<file path="config.mk">
export PLATFORM = sky130hd
export DESIGN_NAME = rf_write_arbiter
export DESIGN_NICKNAME = d
export VERILOG_FILES = /design/src/rtl/rf_write_arbiter.sv
export SDC_FILE = /design/constraint.sdc
export NUM_CORES = 1
export LEC_CHECK = 0
export CELL_PAD_IN_SITES_DETAIL_PLACEMENT = 0
export CELL_PAD_IN_SITES_GLOBAL_PLACEMENT = 1
export CORE_MARGIN = 2
export CORE_UTILIZATION = 34
export CTS_CLUSTER_SIZE = 28
export DETAILED_ROUTE_END_ITERATION = 6
export PLACE_DENSITY = 0.91
export SYNTH_ARGS = -nofsm -noshare
export SYNTH_HDL_FRONTEND = slang
export SYNTH_SLANG_ARGS = --single-unit
</file>
<file path="constraint.sdc">
create_clock -name clock -period 3.9 [get_ports clock]
set_input_delay 0.78 -clock clock [delete_from_list [all_inputs] [get_ports clock]]
set_output_delay 0.78 -clock clock [all_outputs]
set_load 0.01 [all_outputs]
</file>
<file path="src/rtl/rf_write_arbiter.sv">
// Register-file write-port arbiter: WB has priority, the MULT/DIV result waits (valid/ready) and forces a pipe stall when starved.
// Writes land one cycle after grant; pending-destination scoreboard gates issue. RF_ARB_WAW_CHECK_EN builds the sticky waw_err check.
module rf_write_arbiter #(
  parameter int DATA_W       = 32,
  parameter int ADDR_W       = 5,
  parameter int STARVE_LIMIT = 4,
  parameter int MAX_OUT      = 4
) (
  input  logic                     clock,
  input  logic                     reset_n,
  input  logic                     wb_valid,
  input  logic [ADDR_W-1:0]        wb_reg,
  input  logic [DATA_W-1:0]        wb_data,
  input  logic                     llu_valid,
  input  logic [ADDR_W-1:0]        llu_reg,
  input  logic [DATA_W-1:0]        llu_data,
  output logic                     llu_ready,
  input  logic                     issue_valid,
  input  logic [ADDR_W-1:0]        issue_reg,
  output logic                     issue_ready,
  output logic [(1<<ADDR_W)-1:0]   busy_mask,
  output logic                     pipe_stall,
  output logic                     rf_we,
  output logic [ADDR_W-1:0]        rf_wr_reg,
  output logic [DATA_W-1:0]        rf_wr_data,
  output logic                     waw_err
);

  localparam int WAIT_W = $clog2(STARVE_LIMIT + 1);
  localparam int CNT_W  = $clog2(MAX_OUT + 1);

  typedef enum logic {S_NORM, S_STALL} state_t;

  state_t                  state;
  logic [WAIT_W-1:0]       wait_cnt;
  logic [CNT_W-1:0]        out_cnt;
  logic [(1<<ADDR_W)-1:0]  busy_nxt;

  logic wb_grant;
  logic llu_hs;
  logic llu_blocked;
  logic sb_set;
  logic sb_clr;
  logic cnt_full;
  logic reg_busy;

  always_comb begin
    wb_grant    = (state == S_NORM) && wb_valid;
    llu_ready   = (state == S_STALL) || !wb_valid;
    llu_hs      = llu_valid && llu_ready;
    llu_blocked = llu_valid && !llu_ready;
    // Only results for tracked destinations retire a scoreboard entry.
    sb_clr      = llu_hs && busy_mask[llu_reg];
    cnt_full    = (out_cnt == CNT_W'(MAX_OUT)) && !sb_clr;
    reg_busy    = busy_mask[issue_reg] && !(sb_clr && (llu_reg == issue_reg));
    issue_ready = (issue_reg == '0) || (!cnt_full && !reg_busy);
    sb_set      = issue_valid && issue_ready && (issue_reg != '0);
  end

  always_comb begin
    busy_nxt = busy_mask;
    if (sb_clr) busy_nxt[llu_reg] = 1'b0;
    if (sb_set) busy_nxt[issue_reg] = 1'b1;
  end

  always_ff @(posedge clock or negedge reset_n) begin
    if (!reset_n) begin
      state      <= S_NORM;
      pipe_stall <= 1'b0;
      wait_cnt   <= '0;
    end else begin
      case (state)
        S_NORM: begin
          if (llu_blocked) begin
            if (wait_cnt == WAIT_W'(STARVE_LIMIT - 1)) begin
              state      <= S_STALL;
              pipe_stall <= 1'b1;
            end
            if (wait_cnt != WAIT_W'(STARVE_LIMIT)) wait_cnt <= wait_cnt + WAIT_W'(1);
          end else begin
            wait_cnt <= '0;
          end
        end
        S_STALL: begin
          if (llu_hs || !llu_valid) begin
            state      <= S_NORM;
            pipe_stall <= 1'b0;
            wait_cnt   <= '0;
          end
        end
        default: begin
          state      <= S_NORM;
          pipe_stall <= 1'b0;
          wait_cnt   <= '0;
        end
      endcase
    end
  end

  // Register 0 grants still complete their handshake but never assert the write.
  always_ff @(posedge clock or negedge reset_n) begin
    if (!reset_n) begin
      rf_we      <= 1'b0;
      rf_wr_reg  <= '0;
      rf_wr_data <= '0;
    end else if (wb_grant) begin
      rf_we      <= (wb_reg != '0);
      rf_wr_reg  <= wb_reg;
      rf_wr_data <= wb_data;
    end else if (llu_hs) begin
      rf_we      <= (llu_reg != '0);
      rf_wr_reg  <= llu_reg;
      rf_wr_data <= llu_data;
    end else begin
      rf_we      <= 1'b0;
    end
  end

  always_ff @(posedge clock or negedge reset_n) begin
    if (!reset_n) begin
      busy_mask <= '0;
      out_cnt   <= '0;
    end else begin
      busy_mask <= busy_nxt;
      case ({sb_set, sb_clr})
        2'b10:   out_cnt <= out_cnt + CNT_W'(1);
        2'b01:   out_cnt <= out_cnt - CNT_W'(1);
        default: out_cnt <= out_cnt;
      endcase
    end
  end

`ifdef RF_ARB_WAW_CHECK_EN
  // An older long-latency result would later clobber this in-order write.
  always_ff @(posedge clock or negedge reset_n) begin
    if (!reset_n) begin
      waw_err <= 1'b0;
    end else if (wb_grant && (wb_reg != '0) && busy_mask[wb_reg]) begin
      waw_err <= 1'b1;
    end
  end
`else
  assign waw_err = 1'b0;
`endif

endmodule

</file>
### After elaboration in Yosys (flattened, before gate mapping)

Index checks and enable logic that the tools add are counted.

* register bits after elaboration: 78
* bits in latches: 0
* memory bits (read-only): 0
* logic and storage cells: 88
* memories: 0
* input bits: 84
* output and inout port bits: 74
* RAM bits: 0

* reduce and logical (&&, ||, !) cells: 30
* multiplexer cells: 29
* add/subtract/negate cells: 3
* multipliers: 0
* equality and inequality tests: 10
* bitwise operators: 4
* div/mod/pow operators: 0
* shifts and indexed selects: 0
* order comparisons: 4

Operators with widths (count)
* 32-bit two-way mux: 4
* 32-bit bitwise AND: 1
* 32-bit NOT: 1
* 32-bit bitwise OR: 1
* 5-bit nonzero test: 3
* 1-bit logical AND: 12
* 5-bit by 6-bit < comparator with 1-bit output, second input constant: 2
* 1-bit two-way mux: 12
* 3-bit one-hot mux with 2 select lines: 2
* 1-bit binary-select mux with 5-bit select: 2
* 1-bit demux with 5-bit select: 2
* 5-bit by 1-bit >= comparator with 1-bit output, second input constant: 2
* 5-bit two-way mux: 2
* 3-bit two-way mux: 3
* 1-bit zero test: 7
* 3-bit by 1-bit adder with 3-bit output, second input constant: 2
* 5-bit == test: 1
* 5-bit zero test: 1
* 2-bit by 1-bit inequality test with 1-bit output, second input constant: 2
* 1-bit one-hot mux with 2 select lines: 2
* 2-bit nonzero test: 2
* 3-bit by 2-bit == test with 1-bit output, second input constant: 1
* 3-bit == test, second input constant: 1
* 1-bit logical OR: 3
* 9 further kinds: 9

### Depth between registers and ports, before layout

Gate-level depths: netlist of the first run.

* word-level depth: 14
* gate-level depth with buffers: 15
* depth with buffers taken out: 13

### Worst setup path before layout of the first run

No wires, ideal clock.

* path type: input -> register
* start point: in llu_reg[0]
* end point: reg out_cnt[2]
* stages on the path: 13
* buffers on the path: 1
* path slack: 552 ps
* data arrival time: 3269 ps
* data required time: 3821 ps
* setup time: 79 ps
* cells stage by stage: buf_2 mux4_2 a32oi_1 o21ai_2 nand4b_1 and2_1 o211ai_1 ha_1 inv_1 fa_1 xor2_1 nor2_1 xor2_1

* cells in the longest elaborated chain, start to end: 13
* elaborated cells between the ends (all ways): 19
* those cells by class: eq/ne (3); mux (3); reduce/logical (13)

RTL lines
* start, declared: RTL line 15 `input logic [ADDR_W-1:0] llu_reg,`
* 1-bit binary-select mux with 5-bit select: RTL line 53 `sb_clr = llu_hs && busy_mask[llu_reg];`
* 1-bit two-way mux (not written as such): RTL line 53
* 1-bit logical AND: RTL line 53
* 1-bit logical AND: RTL line 55 `reg_busy = busy_mask[issue_reg] && !(sb_clr && (llu_reg == issue_reg));`
* 1-bit zero test: RTL line 55
* 1-bit logical AND: RTL line 55
* 1-bit zero test: RTL line 56 `issue_ready = (issue_reg == '0) || (!cnt_full && !reg_busy);`
* 1-bit logical AND: RTL line 56
* 1-bit logical OR: RTL line 56
* 1-bit logical AND (2 in a row): RTL line 57 `sb_set = issue_valid && issue_ready && (issue_reg != '0);`
* 2-bit by 1-bit == test with 1-bit output / 2-bit == test (equally long branches): RTL line 125 `case ({sb_set, sb_clr})`
* 3-bit one-hot mux with 2 select lines / 2-bit nonzero test (equally long branches)
* end signal, assigned: RTL line 126 `2'b10: out_cnt <= out_cnt + CNT_W'(1);`
* end signal, assigned: RTL line 127 `2'b01: out_cnt <= out_cnt - CNT_W'(1);`
* end signal, assigned: RTL line 128 `default: out_cnt <= out_cnt;`
* end, declared: RTL line 36 `logic [CNT_W-1:0] out_cnt;`

Parallel ways exist; a longest one is shown, timed or not. The select of a mux whose other input is x is not followed.
A chain may end at the register's enable or synchronous reset.

### Worst setup path in the final report of the first run

* start point: in llu_reg[4]
* end point: out issue_ready

* cells in the longest elaborated chain, start to end: 9
* elaborated cells between the ends (all ways): 13
* those cells by class: eq/ne (1); mux (2); reduce/logical (10)

RTL lines
* 1-bit binary-select mux with 5-bit select: RTL line 53
* 1-bit two-way mux (not written as such): RTL line 53
* 1-bit logical AND: RTL line 53
* 1-bit logical AND: RTL line 55
* 1-bit zero test: RTL line 55
* 1-bit logical AND: RTL line 55
* 1-bit zero test: RTL line 56
* 1-bit logical AND *: RTL line 56
* 1-bit logical OR *: RTL line 56
* end, declared: RTL line 20 `output logic issue_ready,`

Every way passes the cells marked *; elsewhere a longest branch is shown, timed or not. The select of a mux whose other input is x is not followed.

==> flow_summary.toml, run 1 <==
[global_routing]
grt.total_usage = 0.237
busiest_layer = "met2"
grt_pass1_wl_mm = 27.1
grt_use_met3 = 0.0683
grt_pass1_vias = 5077
grtUsageMet2 = 0.395
antenna_found_initial = 0
grt_start_max_net_pins = 79
overflow = 0
use_met1 = 0.301

[critical_path]
worstSetupEndpoint = "issue_ready"
end_kind = "primary output"
cp_cell_sequence = "clkdlybuf4s50_1 > nor3b_1 > o41ai_4 > nand4b_1 > and2_1 > or3b_1 > dlygate4sd2_1"
cp.required_ps = 3120
critPathSlowestCell = "clkdlybuf4s50_1"
cp_data_arrival_time_ps = 3050
crit_path_start = "llu_reg[4]"
startpoint_type = "primary input"
criticalPathCategory = "primary input to primary output"
slowest_delay_ps = 580
r2r-start = "busy_mask[23]$_DFF_PN0_"
cp_max_fo = 8
r2r_end = "out_cnt[2]$_DFFE_PN0P_"
reg2regPathDepth = 13
reg2reg_slack_ps = 790

[run]
drv_cap = 0

[synthesis]
ys_warn_count = 0
synth_top_area_frac = 0.407
synth_edf_count = 0
synth_seq_cells = 78
ys_top_cells_by_area = "dfrtp_1 41%, mux2i_1 14%, nand3_1 11%"
post_synth_instance_area_mm2 = 0.00480
async_reset_ff_frac = 1.00
synth.most_common_cell = "nand3_1"
synthCells = 537
synth.avg_cell_area_um2 = 8.93
seq_area_frac_synth = 0.407
synthFlopType = "dfrtp_1"
synth.distinct_cells = 49
syn_nets = 626
synth_top_cell_by_area = "dfrtp_1"
synth_commonest_cells = "101 x nand3_1, 78 x dfrtp_1, 65 x mux2i_1"

[timing]
maxSlewViolCount = 0
maxSlewHeadroom = 0.319
period_minus_slack_ps = 3830
final_hold_viol_count = 0
rsz0062_at_grt = "false"
setup_viol = 0
final.period_utilization = 0.983
max_freq_mhz = 261
worstMarginPinSlew_ps = 1020
clock-skew-final_ps = 4.64

[route]
num_vias = 4917
ant_nets = 0
drt_iter0_markers = 357
drc = 0
route.final.wire_length_mm = 17.4
first_pass_iters = 5
post_drt_wl_per_cell_um = 19.7
vias_per_cell = 5.57

[layout]
fill_cells = 1301
antenna_cells = 0
layout-drive-gt1-share = 0.111
register_area_mm2 = 0.00195
area_growth_pct = 46.4
finalNetCount = 787
fin_area_mm2 = 0.00702
multiInputGateArea_mm2 = 0.00263
instances_no_fill = 883

[clock_network]
cts_tree = "done"
clkSlewWorstSetupHoldPaths_ps = 60
htree_levels = 3
cts-root-buf = "clkbuf_16"
clock-sinks = 78
cts_buffers = 9
clockBufferDepth = 2
clock_latency_ps = 340

[worst_hold_path]
hp-class = "flip-flop to flip-flop"
hold_depth = 1

[floorplan]
core_area_mm2 = 0.0138
die_area_mm2 = 0.0151
dieHeight_um = 123
initial_core_util = 0.347
rows = 43
die_w_um = 123
boundaryPins = 158

[place]
dp_hpwl_mm = 12.5
gp_congestion = 0.927
port-buffer-count = 156
place_area_mm2 = 0.00667
placedCellCount = 866

[run_status]
status = "finished clean"

[pwr]
leakagePower_nw = 2.94
peakVddDrop_mv = 0.179
power_density_mw_per_mm2 = 514
per-stage QoR:
step | TNS, ps | total power, mW | setup WS (ps) | hold slack (ps) | util
2_1_floorplan | 0 | 1.94 | 552 | 434 | -
3_3_place_gp | -409 | 2.71 | -341 | 447 | 0.482
3_5_place_dp | -580 | 2.76 | -389 | 467 | 0.482
4_1_cts | 0 | 3.61 | 20.6 | 475 | 0.504
5_1_grt | 0 | 3.80 | 1.71 | 501 | 0.508
6_report | 0 | 3.61 | 67.0 | 471 | 0.508
final cells by class:
cell class	instances	share of cell area
Clock buffer	10	0.0326
Timing Repair Buffer	200	0.269
Sequential cell	78	0.278
Multi-Input combinational cell	400	0.374
Tap cell	180	0.0321
Clock inverter	6	0.00891
Inverter	9	0.00481
worst min-delay path by stage:
stage | slack, ps | from | endpoint
floorplan | 430 | out_cnt[2]$_DFFE_PN0P_ | out_cnt[2]$_DFFE_PN0P_
global placement | 450 | out_cnt[2]$_DFFE_PN0P_ | out_cnt[2]$_DFFE_PN0P_
detailed placement | 470 | out_cnt[0]$_DFFE_PN0P_ | out_cnt[0]$_DFFE_PN0P_
CTS | 480 | out_cnt[0]$_DFFE_PN0P_ | out_cnt[0]$_DFFE_PN0P_
global route | 500 | out_cnt[0]$_DFFE_PN0P_ | out_cnt[0]$_DFFE_PN0P_
finish | 470 | out_cnt[0]$_DFFE_PN0P_ | out_cnt[0]$_DFFE_PN0P_
cells by family (layout without fill, tap and decap cells):
logic type	after synthesis	after routing	synth area share
AOI/OAI and AO/OA	92	92	0.125
buffers and inverters	59	225	0.0579
xor gates and xnor gates	9	9	0.0164
other	1	1	0.000782
and+or+nand+nor	224	224	0.227
adders and majority gates	5	5	0.0146
muxes	69	69	0.152
DFF	78	78	0.407
layer usage:
layer	vias up	wire length, um
li1	2250	-
met1	2399	7230
met2	250	8340
met3	18	1590
met4	0	221
met5	-	0
repair_timing:
item / CTS / global route
pin swaps: 1 / 0
setup buffers: 0 / 1
hold buffers: 0 / 0
cloned: 0 / 0
setup endpoints to repair: 1 / 1
gates resized for setup: 5 / 11
worst max-delay path: cells and delay by family:
| kind | cells | cell delay [ps] |
|---|---|---|
| AOI/OAI and AO/OA | 1 | 400 |
| buffers and inverters | 2 | 880 |
| and+or+nand+nor | 4 | 990 |
power breakdown:
part / switching, mW / internal, mW / total [mW] / leakage, nW
Combinational: 0.734 / 0.742 / 1.48 / 1.85
Clock: 0.346 / 0.495 / 0.841 / 0.146
Sequential: 0.274 / 1.02 / 1.29 / 0.947
placed cells by master (no fill, tap or decap), drive strengths merged, types with 2 or more instances in the layout:
cell,netlist,routed
a21oi,2,2
nand2,49,49
clkinv,0,5
buf,19,46
inv,9,9
and3,2,2
o22ai,8,8
nor2,37,37
dlymetal6s2s,0,2
dfrtp,78,78
ha,4,4
nand2b,4,4
mux4,3,3
nor2b,3,3
nor3,2,2
o41ai,3,3
xor2,4,4
nand3,101,101
dlygate4sd2,0,2
nor4,3,3
or3b,4,4
clkbuf,31,10
xnor2,5,5
o31ai,31,31
nand3b,8,8
mux2i,65,65
and2,3,3
clkdlybuf4s50,0,149
o32ai,2,2
o21ai,40,40
(Power assumes the default switching activity.)
==> inputs of run 2 (changes only) <==
--- a/config.mk
+++ b/config.mk
@@ -9,7 +9,7 @@
 export CELL_PAD_IN_SITES_GLOBAL_PLACEMENT = 1
 export CORE_MARGIN = 2
 export CORE_UTILIZATION = 34
-export CTS_CLUSTER_SIZE = 28
+export CTS_CLUSTER_SIZE = 16
 export DETAILED_ROUTE_END_ITERATION = 6
 export PLACE_DENSITY = 0.91
 export SYNTH_ARGS = -nofsm -noshare
==> results of run 2 <==
Same layout as run 1: the final DEF is identical, and so are final timing and power.
==> inputs of run 3 (changes only) <==
--- a/config.mk
+++ b/config.mk
@@ -11,6 +11,7 @@
 export CORE_UTILIZATION = 34
 export CTS_CLUSTER_SIZE = 16
 export DETAILED_ROUTE_END_ITERATION = 6
+export GPL_ROUTABILITY_DRIVEN = 0
 export PLACE_DENSITY = 0.91
 export SYNTH_ARGS = -nofsm -noshare
 export SYNTH_HDL_FRONTEND = slang
==> run 3 against run 2 <==
Against the previous run:
- wire length down 3.5%
- total power down 0.29%
- combinational power about the same
- non-clock buffer count down 8
- flip-flop and latch count unchanged
- utilization down 0.51 points
- critical path type unchanged
- critical endpoint unchanged
- largest cell class unchanged
- highest routed layer unchanged
==> flow_summary.toml, run 3 (same netlist as run 1, synthesis figures left out) <==
[run_status]
status = "finished clean"

[layout]
final_common_cell = "clkdlybuf4s50_1"
finalNetCount = 779
area_growth_pct = 44.9
fill_cells = 1260
multiInputGateArea_mm2 = 0.00260
antenna_cells = 0
register_area_mm2 = 0.00195
final_cell_mix = "151 x clkdlybuf4s50_1, 101 x nand3_1, 78 x dfrtp_1, 65 x mux2i_1, 49 x nand2_1"
layout-drive-gt1-share = 0.0950

[route]
post_drt_wl_per_cell_um = 19.2
ant_nets = 0
route.final.wire_length_mm = 16.8
first_pass_iters = 5
drc = 0
drt_iter0_markers = 565
vias_per_cell = 5.63
num_vias = 4926

[critical_path]
cp.required_ps = 3120
startpoint_type = "primary input"
reg2reg_slack_ps = 860
worstSetupEndpoint = "issue_ready"
reg2regPathDepth = 12
criticalPathCategory = "primary input to primary output"
cp_data_arrival_time_ps = 3030
r2r-start = "busy_mask[23]$_DFF_PN0_"
end_kind = "primary output"
crit_path_start = "issue_reg[3]"
cp_max_fo = 6
r2r_end = "out_cnt[2]$_DFFE_PN0P_"

[clock_network]
clkSlewWorstSetupHoldPaths_ps = 60
cts-root-buf = "clkbuf_16"
clockBufferDepth = 2
cts_tree = "done"
clock_latency_ps = 340
cts_buffers = 9
htree_levels = 3
ctsHoldBuffers = 0
clock-sinks = 78

[pwr]
seqPwrFrac = 0.357
power.net_switching_mw = 1.31
comb_power_share = 0.403
power_density_mw_per_mm2 = 518
swShare = 0.365
p_clk_frac = 0.240
peakVddDrop_mv = 0.220
leakagePower_nw = 2.90
intPower_mw = 2.29
finalPower_mw = 3.60

[timing]
worstMarginPinSlew_ps = 1010
fin_setup_tns_ps = 0
maxSlewViolCount = 0
rsz0062_at_grt = "false"
period_minus_slack_ps = 3810
max_freq_mhz = 262
clock-skew-final_ps = 5.60
maxSlewHeadroom = 0.326
setup_viol = 0
final.period_utilization = 0.977
holdWs_ps = 467
final_hold_viol_count = 0

[floorplan]
die_w_um = 123
initial_core_util = 0.347
rows = 43
core_area_mm2 = 0.0138
boundaryPins = 158
dieHeight_um = 123
die_area_mm2 = 0.0151

[global_routing]
grt_pass1_wl_mm = 26.1
grt_pass1_vias = 4941
grt_start_max_net_pins = 79
grt.total_usage = 0.227
overflow = 0
antenna_found_initial = 0

[run]
drv_cap = 0

[place]
port-buffer-count = 156
dp_hpwl_mm = 12.2

[worst_hold_path]
hp-class = "flip-flop to flip-flop"
-- run 3: cell count changes in the layout (fill, tap and decap cells not counted), sizes merged --
cell | previous run | this run
dlymetal6s2s | 2 | 1
clkinv | 5 | 1
dlygate4sd2 | 2 | 1
clkbuf | 10 | 13
clkdlybuf4s15 | 1 | 0
clkdlybuf4s50 | 149 | 151
clkinvlp | 0 | 1
buf | 46 | 39
-- run 3: critical path: stages --
cell and delay, ps:
clkdlybuf4s50_1 550, or3b_2 510, o22ai_1 210, o41ai_1 130
o211a_1 180, and2_4 160, or3b_1 360, buf_2 150
-- run 3: layout make-up --
cell class,instances,area share
multi-input combinational,400,0.374
clock inverter,3,0.00612
inverter,9,0.00486
timing repair buffer,192,0.265
sequential,78,0.281
clock buffer,13,0.0374
tap,180,0.0324
-- run 3: stage by stage --
stage	worst slack, ps	std cells	utilization	instance area [um2]
floorplan	552	537	-	4800
global placement	-300	858	0.479	6620
detailed placement	-350	858	0.479	6620
CTS	51.4	874	0.502	6940
global route	22.1	875	0.503	6950
finish	89.8	875	0.503	6950
-- run 3: worst min path at each step --
stage / start / end / slack, ps / cells past startpoint
after floorplan: out_cnt[2]$_DFFE_PN0P_ / out_cnt[2]$_DFFE_PN0P_ / 430 / 1
after global placement: out_cnt[2]$_DFFE_PN0P_ / out_cnt[2]$_DFFE_PN0P_ / 450 / 1
after detailed placement: out_cnt[2]$_DFFE_PN0P_ / out_cnt[2]$_DFFE_PN0P_ / 460 / 1
after CTS: out_cnt[2]$_DFFE_PN0P_ / out_cnt[2]$_DFFE_PN0P_ / 470 / 1
after global routing: out_cnt[2]$_DFFE_PN0P_ / out_cnt[2]$_DFFE_PN0P_ / 490 / 1
final: out_cnt[2]$_DFFE_PN0P_ / out_cnt[2]$_DFFE_PN0P_ / 470 / 1
-- run 3: power by group through the flow --
stage | registers [mW] | logic [mW] | clock network (mW)
after floorplan | 1.29 | 0.656 | 0
after global placement | 1.30 | 1.39 | 0
after detailed placement | 1.30 | 1.44 | 0
after CTS | 1.29 | 1.45 | 0.876
after global routing | 1.31 | 1.56 | 0.914
final | 1.29 | 1.45 | 0.863
-- run 3: per-layer routing --
layer / vias up / track usage / share of wire
li1: 2240 / - / -
met1: 2327 / 0.276 / 0.38
met2: 321 / 0.372 / 0.47
met3: 38 / 0.0702 / 0.11
met4: 0 / 0.0977 / 0.029
met5: - / 0 / 0
-- run 3: timing repair --
item | CTS | global route
resized for setup | 9 | 2
endpoints found under the setup margin | 1 | 1
pin swaps | 3 | 2
buffers inserted | 0 | 1
